File: src/rtl/mem_arb_pkg.sv
// Shared definitions for the SSRAM arbiter: FSM states, master indices, grant width.
package mem_arb_pkg;

    localparam int GNT_W = 3;

    localparam int M_VGA = 0;
    localparam int M_CPU = 1;
    localparam int M_DMA = 2;

    // Round-robin pointer encoding: which of CPU/DMA is preferred on a tie
    localparam logic RR_CPU = 1'b0;
    localparam logic RR_DMA = 1'b1;

    typedef enum logic [1:0] {
        ST_IDLE  = 2'd0,
        ST_GRANT = 2'd1,
        ST_GAP   = 2'd2
    } arb_state_e;

endpackage

File: src/rtl/arb_pick.sv
// Combinational winner selection: VGA fixed priority, CPU/DMA round-robin,
// with an optional mask that excludes a preempted master while others are waiting.
module arb_pick
    import mem_arb_pkg::*;
(
    input  logic [GNT_W-1:0] req,
    input  logic             rr_ptr,
    input  logic [GNT_W-1:0] mask,
    output logic [GNT_W-1:0] winner
);

    logic [GNT_W-1:0] unmasked;
    logic [GNT_W-1:0] eligible;

    always_comb begin
        unmasked = req & ~mask;
        // The mask only applies when it leaves someone else to serve
        eligible = (unmasked != '0) ? unmasked : req;
        winner   = '0;
        if (eligible[M_VGA]) begin
            winner[M_VGA] = 1'b1;
        end else if (eligible[M_CPU] && eligible[M_DMA]) begin
            if (rr_ptr == RR_DMA) begin
                winner[M_DMA] = 1'b1;
            end else begin
                winner[M_CPU] = 1'b1;
            end
        end else if (eligible[M_CPU]) begin
            winner[M_CPU] = 1'b1;
        end else if (eligible[M_DMA]) begin
            winner[M_DMA] = 1'b1;
        end
    end

endmodule

File: src/rtl/mem_arbiter.sv
// Three-master arbiter in front of the shared SSRAM controller (VGA, CPU, DMA),
// with burst limiting and a one-cycle gap between grants.
//
// state | meaning
// IDLE  | no grant; arbitrate any incoming request
// GRANT | one master owns the bus; count acks, watch for release or forced handover
// GAP   | one dead cycle with no grant; re-arbitrate honouring the preempt mask
module mem_arbiter
    import mem_arb_pkg::*;
#(
    parameter int BURST_MAX = 8,
    parameter int CNT_W     = 4
)
(
    input  logic             sysclock,
    input  logic             rst_n,
    input  logic             vga_cyc_i,
    input  logic             cpu_cyc_i,
    input  logic             dma_cyc_i,
    input  logic             ack_i,
    output logic [GNT_W-1:0] gnt_o,
    output logic             cyc_o,
    output logic             stb_o,
    output logic [GNT_W-1:0] ack_o,
    output logic             busy_o
);

    localparam logic [CNT_W-1:0] BURST_LIM  = CNT_W'(BURST_MAX);
    localparam logic [CNT_W-1:0] BURST_LAST = CNT_W'(BURST_MAX - 1);

    arb_state_e       state_q, state_d;
    logic [GNT_W-1:0] gnt_q, gnt_d;
    logic [CNT_W-1:0] cnt_q, cnt_d;
    logic             rr_q, rr_d;
    logic [GNT_W-1:0] pmask_q, pmask_d;

    logic [GNT_W-1:0] req;
    logic [GNT_W-1:0] pick;
    logic             granted_req;
    logic             others_req;

    assign req         = {dma_cyc_i, cpu_cyc_i, vga_cyc_i};
    assign granted_req = |(gnt_q & req);
    assign others_req  = |(req & ~gnt_q);

    arb_pick u_pick (
        .req    (req),
        .rr_ptr (rr_q),
        .mask   (pmask_q),
        .winner (pick)
    );

    always_ff @(posedge sysclock or negedge rst_n) begin
        if (!rst_n) begin
            state_q <= ST_IDLE;
            gnt_q   <= '0;
            cnt_q   <= '0;
            rr_q    <= RR_CPU;
            pmask_q <= '0;
        end else begin
            state_q <= state_d;
            gnt_q   <= gnt_d;
            cnt_q   <= cnt_d;
            rr_q    <= rr_d;
            pmask_q <= pmask_d;
        end
    end

    always_comb begin
        state_d = state_q;
        gnt_d   = gnt_q;
        cnt_d   = cnt_q;
        rr_d    = rr_q;
        pmask_d = pmask_q;
        case (state_q)
            ST_IDLE, ST_GAP: begin
                gnt_d   = '0;
                cnt_d   = '0;
                pmask_d = '0;
                state_d = ST_IDLE;
                if (req != '0) begin
                    state_d = ST_GRANT;
                    gnt_d   = pick;
                    if (pick[M_CPU]) begin
                        rr_d = RR_DMA;
                    end else if (pick[M_DMA]) begin
                        rr_d = RR_CPU;
                    end
                end
            end
            ST_GRANT: begin
                if (ack_i && (cnt_q != BURST_LIM)) begin
                    cnt_d = cnt_q + 1'b1;
                end
                if (!granted_req) begin
                    state_d = ST_GAP;
                    gnt_d   = '0;
                    cnt_d   = '0;
                end else if (ack_i && (cnt_q >= BURST_LAST) && others_req) begin
                    // >= so a requester arriving after saturation still forces a handover
                    state_d = ST_GAP;
                    gnt_d   = '0;
                    cnt_d   = '0;
                    pmask_d = gnt_q;
                end
            end
            default: begin
                state_d = ST_IDLE;
                gnt_d   = '0;
                cnt_d   = '0;
            end
        endcase
    end

    assign gnt_o  = gnt_q;
    assign cyc_o  = granted_req;
    assign stb_o  = granted_req;
    assign ack_o  = gnt_q & {GNT_W{ack_i}};
    assign busy_o = (state_q != ST_IDLE);

endmodule

File: config.mk
export PLATFORM = sky130hd
export DESIGN_NAME = mem_arbiter
export DESIGN_NICKNAME = d
export VERILOG_FILES = /design/src/rtl/mem_arb_pkg.sv /design/src/rtl/arb_pick.sv /design/src/rtl/mem_arbiter.sv
export SDC_FILE = /design/constraint.sdc
export NUM_CORES = 1
export LEC_CHECK = 0
export ABC_AREA = 1
export CORE_MARGIN = 2
export CORE_UTILIZATION = 45
export CTS_CLUSTER_DIAMETER = 60
export DETAILED_ROUTE_END_ITERATION = 7
export HOLD_SLACK_MARGIN = 0.03
export PLACE_DENSITY = 0.7
export SYNTH_ARGS = -nofsm -noshare
export SYNTH_HDL_FRONTEND = slang
export SYNTH_SLANG_ARGS = --single-unit
File: constraint.sdc
create_clock -name sysclock -period 1.5 [get_ports sysclock]
set_clock_uncertainty 0.05 [all_clocks]
set_input_delay 0.45 -clock sysclock [delete_from_list [all_inputs] [get_ports sysclock]]
set_output_delay 0.45 -clock sysclock [all_outputs]
set_load 0.02 [all_outputs]
* Word level (Yosys, flattened, before mapping)
Cells that the tools add are included.
** Word-level totals
- Register bits after elaboration :: 13
- Latch bits :: 0
- RAM bits :: 0
- Bits in read-only memories :: 0
- Bits of input ports :: 6
- Output and inout port bits :: 9
- Word-level logic and storage cells :: 61
- Memories :: 0
** Cells by class
- Add/subtract/negate cells :: 1
- Multiply operators :: 0
- Div/mod/pow operators :: 0
- Order comparisons :: 1
- Equal/unequal tests :: 7
- Shifts and indexed selects :: 0
- Mux-type cells :: 26
- Bitwise operators :: 6
- Reduce and logical (&&, ||, !) cells :: 15
** Operator list (number)
- $mux 3 :: 6
- $mux 4 :: 4
- $and 3x3->3 :: 4
- $pmux 3 s2 :: 2
- $mux 1 :: 9
- $mux 2 :: 4
- $ne 4x4->1 const B :: 2
- $not 3->3 :: 2
- $reduce_and 3->1 :: 2
- $reduce_bool 2->1 :: 3
- $reduce_bool 3->1 :: 2
- $reduce_or 3->1 :: 2
- $add 4x1->4 const B :: 1
- $ge 4x3->1 const B :: 1
- $logic_and 1x1->1 :: 4
- $ne 2x2->1 const B :: 2
- $pmux 2 s2 :: 1
- $ne 3x3->1 const B :: 1
- $eq 2x1->1 const B :: 1
- $eq 2x2->1 const B :: 1
- $logic_not 2->1 :: 1
- $reduce_or 2->1 :: 1

* Longest topological paths before layout
Gate-level depths: netlist of run 1.
- Depth after elaboration :: 10
- Depth in mapped cells :: 9
- Mapped depth without buffers :: 9

* Modules after synthesis
From an unflattened synthesis of run 1, not the netlist that was laid out.
** Second synthesis, totals
- Cells, all modules :: 123
- Area, all modules :: 852.1 um2
** Modules (own cells, without submodules)
- mem_arbiter :: times used 1, cells each 102, area an instance 747.0 um2
- arb_pick :: times used 1, cells each 21, area an instance 105.1 um2

* Worst setup path after synthesis of run 1
Ideal clock, no wire load.
- Kind :: reg2out
- Start :: register gnt_q[1], in the netlist gnt_o[1]
- End :: output stb_o
- Arrival time :: 951 ps
- Path slack :: 49 ps
- Stages on the path, launching flop included :: 4
- Path buffers :: 1
- Path through :: dfrtp_1 -> nand2_1 -> nand3_4 -> buf_4
** Between the ends
- Cells in the longest elaborated chain, start to end :: 2
** RTL lines
- start: declaration :: RTL line mem_arbiter.sv:32 : logic [GNT_W-1:0] gnt_q, gnt_d;
- start signal: assignment :: RTL line mem_arbiter.sv:62 : gnt_q <= gnt_d;
- $and 3x3->3 :: RTL line mem_arbiter.sv:43 : assign granted_req = |(gnt_q & req);
- $reduce_or 3->1 :: RTL line mem_arbiter.sv:43
- end: declaration :: RTL line mem_arbiter.sv:23 : output logic stb_o,
No other way between the ends.

* Worst setup path after layout of run 1
- Start :: register gnt_q[2], in the netlist gnt_o[2]
- End :: output stb_o
Same word-level chain as after synthesis.

==> results of run 1 <==
area by class of cell:
cell class                 count  area [sq um]  share of cell area
multi-input combinational     74         473.0              0.3807
clock buffer                   4         26.28             0.02115
inverter                      20         75.07             0.06042
sequential                    13         326.6              0.2628
tap                           25         31.28             0.02518
timing repair buffer          37         310.3              0.2497
critical path: cells and delay by family (launching register included):
kind                   cells  cell delay [ns]
buffers and inverters      2             0.28
DFF                        1             0.40
and+or+nand+nor            2             0.14
per-layer routing:
metal	up-vias	wire length, um	GRT usage
li1	418	-	-
met1	406	953	0.2578
met2	23	1084	0.3863
met3	3	109	0.07308
met4	0	8	0.06667
met5	-	0	0
cells by family after synthesis:
logic type | Yosys count
and+or+nand+nor | 61
DFF | 13
adders and majority gates | 2
AOI/OAI and AO/OA | 11
buffers and inverters | 21
cells in the mapped netlist, drive strengths merged:
cell type,instances
a21boi,1
a21oi,4
buf,1
dfrtp,13
ha,2
inv,20
nand2,39
nand3,10
nand4,2
nor2,8
nor3,2
o21ai,5
o22ai,1
sequential cells by signal (all words and copies together) (netlist names):
name / count
cnt_q: 4
gnt_o: 3
pmask_q: 3
rr_q: 1
state_q: 2
timing repair:
item / in CTS / in global routing
pin swaps: 1 / 8
buffers inserted: 2 / 6
resized for setup: 50 / 20
endpoints found under the setup margin: 17 / 10
cloned: 0 / 0
endpoints found under the hold margin: 0 / 0
worst paths after layout:
path                       slack [ns]  cells after the start         end        from
max                             -0.10                      4       stb_o    gnt_o[2]
min                              0.38                      1  state_q[1]  state_q[1]
max reg2reg                      0.04                      8    cnt_q[0]    cnt_q[1]
min reg2reg                      0.38                      1  state_q[1]  state_q[1]
max in group asynchronous        0.80                      2    gnt_o[1]       rst_n
min in group asynchronous        0.42                      2  pmask_q[0]       rst_n
power breakdown:
part           internal [mW]  switching, mW
registers              0.413         0.0542
logic                  0.356          0.426
clock network          0.103          0.125
total                  0.872          0.605
metrics by stage:
| step | cell area, sq um | setup slack, ns |
|---|---|---|
| finish | 1242 | -0.1006 |
| global route | 1242 | -0.1725 |
| CTS | 1140 | -0.1101 |
| detailed placement | 1109 | -0.7515 |
| global placement | 1109 | -0.7217 |
| floorplan | 832.0 | 0.04857 |
==> flow_summary_export.csv, run 1 <==
group,metric,value,unit
sta,finalWorstSetupSlack,-0.1006,ns
route,drt-vias-per-instance,4.913,
critical_path,cpMostUsedCell,"buf_6",
synthesis,synth_top_area_frac,0.3910,
synthesis,syn_area,832.0,sq um
synthesis,synthMuxAreaShare,0,
layout,nNetsFinal,157,
sta,tns,-0.3307,ns
route,wl_per_cell,12.46,um
synthesis,yosysSeqAreaShare,0.3910,
grt,antenna_found_initial,0,
synthesis,ys_warn_count,0,
pwr,irDropWorstVdd,928.1,uV
status,status,"complete, but fails checks",
sta,rsz0062_at_grt,"true",
sta,tightest_slew,0.1938,ns
sta,period_needed,1.601,ns
grt,grt_overflow,0,
synthesis,synth-xor-area-share,0,
floorplanning,core_area,1727,sq um
placed_design,gp_congestion,0.7758,
grt,grt_max_degree,14,
route,vias,850,
floorplanning,dieHeight,47,um
sta,final-max-slew-violation-count,0,
clocking,cts_tree,"yes",
clocking,numCtsBuffers,3,
layout,drive_above_1_share,0.4459,
floorplanning,start_util,0.4819,
pwr,power.total,1.477,mW
clocking,cts_sinks,13,
layout,diodes,0,
layout,utilization,0.7196,
placed_design,portBuffers,14,
synthesis,synthCells,108,
floorplanning,num_io_pins,15,
floorplanning,rows,15,
clocking,clk_root_buffer_cell,"clkbuf_4",
sta,setup_violations,5,
synthesis,syn-num-nets,116,
synthesis,synth_compound_area_frac,0.07519,
critical_path,crit_fanout,3,
critical_path,path_cells,"buf_6 -> nand2_4 -> nand3_4 -> buf_6",
synthesis,synth_top_area_cell,"dfrtp_1",
layout,final_cell_count_no_fill,173,
placed_design,place_inst,161,
pwr,p_per_area,1189,nW/um^2
critical_path,max_stage_delay,0.40,ns
layout,layout_commonest_cell,"nand2_1",
min_path,min_path_type,"reg -> reg",
synthesis,synth_top_family_by_area,"simple AND/OR/NAND/NOR gates",
sta,slew_headroom,0.8708,
synthesis,synth_area_per_cell,7.704,sq um
critical_path,crit_slowest_cell,"dfrtp_1",
clocking,insertion_delay,0.29,ns
synthesis,synth_fa_ha_area_frac,0.03008,
pwr,leakage,0.6414,nW
layout,final_cell_mix,"nand2_1 (28), buf_4 (22), inv_1 (15), dfrtp_1 (12), buf_6 (8)",
route,drc_errors,0,
critical_path,critPathCaptureType,"output port",
clocking,clk_pin_slew,0.08,ns
route,firstDrtPassIters,4,
route,drt_wl_total,2156,um
grt,grt_pass1_vias,836,
route,drtAntennaViolNets,0,
sta,hold_viol,0,
clocking,clockBufferDepth,2,
synthesis,ys_ff_latch,13,
critical_path,worstPathArrival,1.10,ns
floorplanning,dieWidth,47,um
grt,grt_first_pass_wirelength,3381,um
grt,grt_usage,0.2215,
floorplanning,dieArea,2209,sq um
synthesis,synth-simple-area-share,0.4045,
sta,max_clock_freq,624.7,MHz
synthesis,yosysUniqueCellTypes,23,
critical_path,start_kind,"flip-flop",
synthesis,synth.area.top_cells,"dfrtp_1 (39%), nand2_1 (14%), inv_1 (7.2%)",
clocking,htree_num_levels,1,
layout,syn_to_final_growth,49.32,%
sta,fin_crit_sh,1.067,
layout,fillers,140,
critical_path,path_class,"reg -> out",
clocking,hold_buffers,0,
critical_path,cp.required,1.00,ns
flow_run,cap_violations,0,
sta,holdWs,0.3847,ns
route,drtIter0Drc,9,
status,violations,"negative setup slack",
placed_design,dpl.hpwl,1555,um
No activity file was read; power rests on OpenSTA's default activity.
==> run 2: changes to the inputs <==
CAP_MARGIN = 20   (was not set)
SLEW_MARGIN = 40   (was not set)
TNS_END_PERCENT = 20   (was not set)
==> run 2 against run 1 <==
  * The run still ends with negative setup slack left
  * Critical path type unchanged
  * Power down 3.9%
  * Count of clock-buffer cells in the layout is the same
  * Utilization is 5.6 points lower
  * First-iteration DRC count did not move
  * Cell area down 7.8%
==> flow_summary_export.csv, run 2 (synthesis gave the netlist of run 1 again) <==
group,metric,value,unit
status,status,"complete, but fails checks",
placed_design,dpl.hpwl,1555,um
status,violations,"negative setup slack",
clocking,hold_buffers,0,
floorplanning,dieHeight,47,um
layout,final_cell_mix,"nand2_1 (31), buf_4 (19), inv_1 (16), dfrtp_1 (12), nand3_1 (8)",
critical_path,path_buf_inv,2,
layout,utilization,0.6638,
clocking,numCtsBuffers,3,
placed_design,portBuffers,14,
min_path,min_to,"state_q[1]",
floorplanning,dieArea,2209,sq um
critical_path,critPathCaptureType,"output port",
floorplanning,dieWidth,47,um
clocking,insertion_delay,0.28,ns
pwr,leakage,0.6100,nW
sta,fin_crit_sh,1.069,
layout,largest_register_ffs,4,
sta,setup_violations,4,
route,drtIter0Drc,9,
min_path,min_path_cells,1,
sta,finalWorstSetupSlack,-0.1031,ns
critical_path,path_cells,"buf_6 -> nand2_4 -> nand3_4 -> buf_6",
layout,fillers,167,
pwr,irDropWorstVdd,853.9,uV
min_path,min_path_type,"reg -> reg",
route,drc_errors,0,
pwr,p_per_area,1238,nW/um^2
sta,hold_viol,0,
critical_path,r2r_slack,0.10,ns
layout,layout_commonest_cell,"nand2_1",
grt,busiest_layer,"met2",
layout,regMostFlops,"cnt_q",
critical_path,cp.required,1.00,ns
clocking,clk_root_buffer_cell,"clkbuf_4",
grt,use_met1,0.2578,
flow_run,cap_violations,0,
sta,tightest_slew,0.1792,ns
grt,grt_first_pass_wirelength,3381,um
clocking,clk_pin_slew,0.08,ns
clocking,htree_num_levels,1,
critical_path,start_kind,"flip-flop",
floorplanning,core_area,1727,sq um
clocking,clockBufferDepth,2,
placed_design,place_ws,-0.7515,ns
grt,antenna_found_initial,0,
route,drt-vias-per-instance,4.720,
critical_path,crit_slowest_cell,"dfrtp_1",
critical_path,cpMostUsedCell,"buf_6",
grt,grt_max_degree,14,
route,firstDrtPassIters,5,
route,drtAntennaViolNets,0,
route,wl_per_cell,11.79,um
sta,period_needed,1.603,ns
grt,met2_usage,0.3863,
critical_path,worstPathArrival,1.10,ns
floorplanning,rows,15,
layout,diodes,0,
route,vias,793,
critical_path,reg2reg_to,"pmask_q[2]",
critical_path,timing.rr.start,"cnt_q[1]",
layout,drive_above_1_share,0.3636,
sta,rsz0062_at_grt,"true",
placed_design,gp_congestion,0.7758,
layout,nNetsFinal,152,
critical_path,reg2regPathDepth,8,
sta,slew_headroom,0.8805,
grt,use_met3,0.07308,
min_path,worstHoldStart,"state_q[1]",
critical_path,path_class,"reg -> out",
grt,grt_pass1_vias,836,
floorplanning,num_io_pins,15,
critical_path,max_stage_delay,0.40,ns
route,drt_wl_total,1981,um
sta,max_clock_freq,623.8,MHz
grt,grt_overflow,0,
critical_path,critical-path-top-delay-family,"flip-flops",
floorplanning,start_util,0.4819,
grt,grt_usage,0.2215,
clocking,cts_sinks,13,
clocking,cts_tree,"yes",
sta,final-max-slew-violation-count,0,
critical_path,crit_fanout,3,
layout,syn_to_final_growth,37.74,%
run 2: stage by stage:
step	TNS [ns]	cell area, sq um	hold slack [ns]	instances	total power [mW]
6_report	-0.2816	1146	0.3848	168	1.419
5_1_grt	-0.5818	1146	0.3894	168	1.511
4_1_cts	-0.3083	1134	0.3845	167	1.422
3_5_place_dp	-7.766	1109	0.3731	161	1.202
3_3_place_gp	-7.324	1109	0.3729	161	1.187
2_1_floorplan	0	832.0	0.1044	108	0.8735
run 2: worst max path at each step:
| stage | startpoint | end | slack [ns] | cells past startpoint |
|---|---|---|---|---|
| 6_report | gnt_o[2] | stb_o | -0.10 | 4 |
| 5_1_grt | gnt_o[2] | stb_o | -0.15 | 4 |
| 4_1_cts | gnt_o[2] | stb_o | -0.11 | 4 |
| 3_5_place_dp | vga_cyc_i | stb_o | -0.75 | 4 |
| 3_3_place_gp | vga_cyc_i | stb_o | -0.72 | 4 |
| 2_1_floorplan | gnt_o[1] | stb_o | 0.05 | 3 |
run 2: power by group:
part | total [mW] | switching (mW) | leakage [nW] | internal (mW)
clock | 0.225 | 0.122 | 0.0150 | 0.103
sequential | 0.465 | 0.0525 | 0.173 | 0.413
combinational | 0.729 | 0.406 | 0.422 | 0.322
run 2: metal layers:
layer | vias to the layer above | routed length [um]
met5 | - | 0
met4 | 0 | 24
met3 | 2 | 109
met2 | 18 | 977
met1 | 367 | 869
li1 | 406 | -
run 2: final cells by class:
cell class	count	area, sq um	share of cell area
timing repair buffer	32	252.7	0.2205
multi-input combinational	74	434.2	0.3788
inverter	20	75.07	0.06550
clock buffer	4	26.28	0.02293
tap	25	31.28	0.02729
sequential	13	326.6	0.2849
run 2: repair_timing:
action,4_1_cts,5_1_grt
setup endpoints to repair,17,10
buffers inserted,2,1
gates resized for setup,48,5
pin swaps,1,1
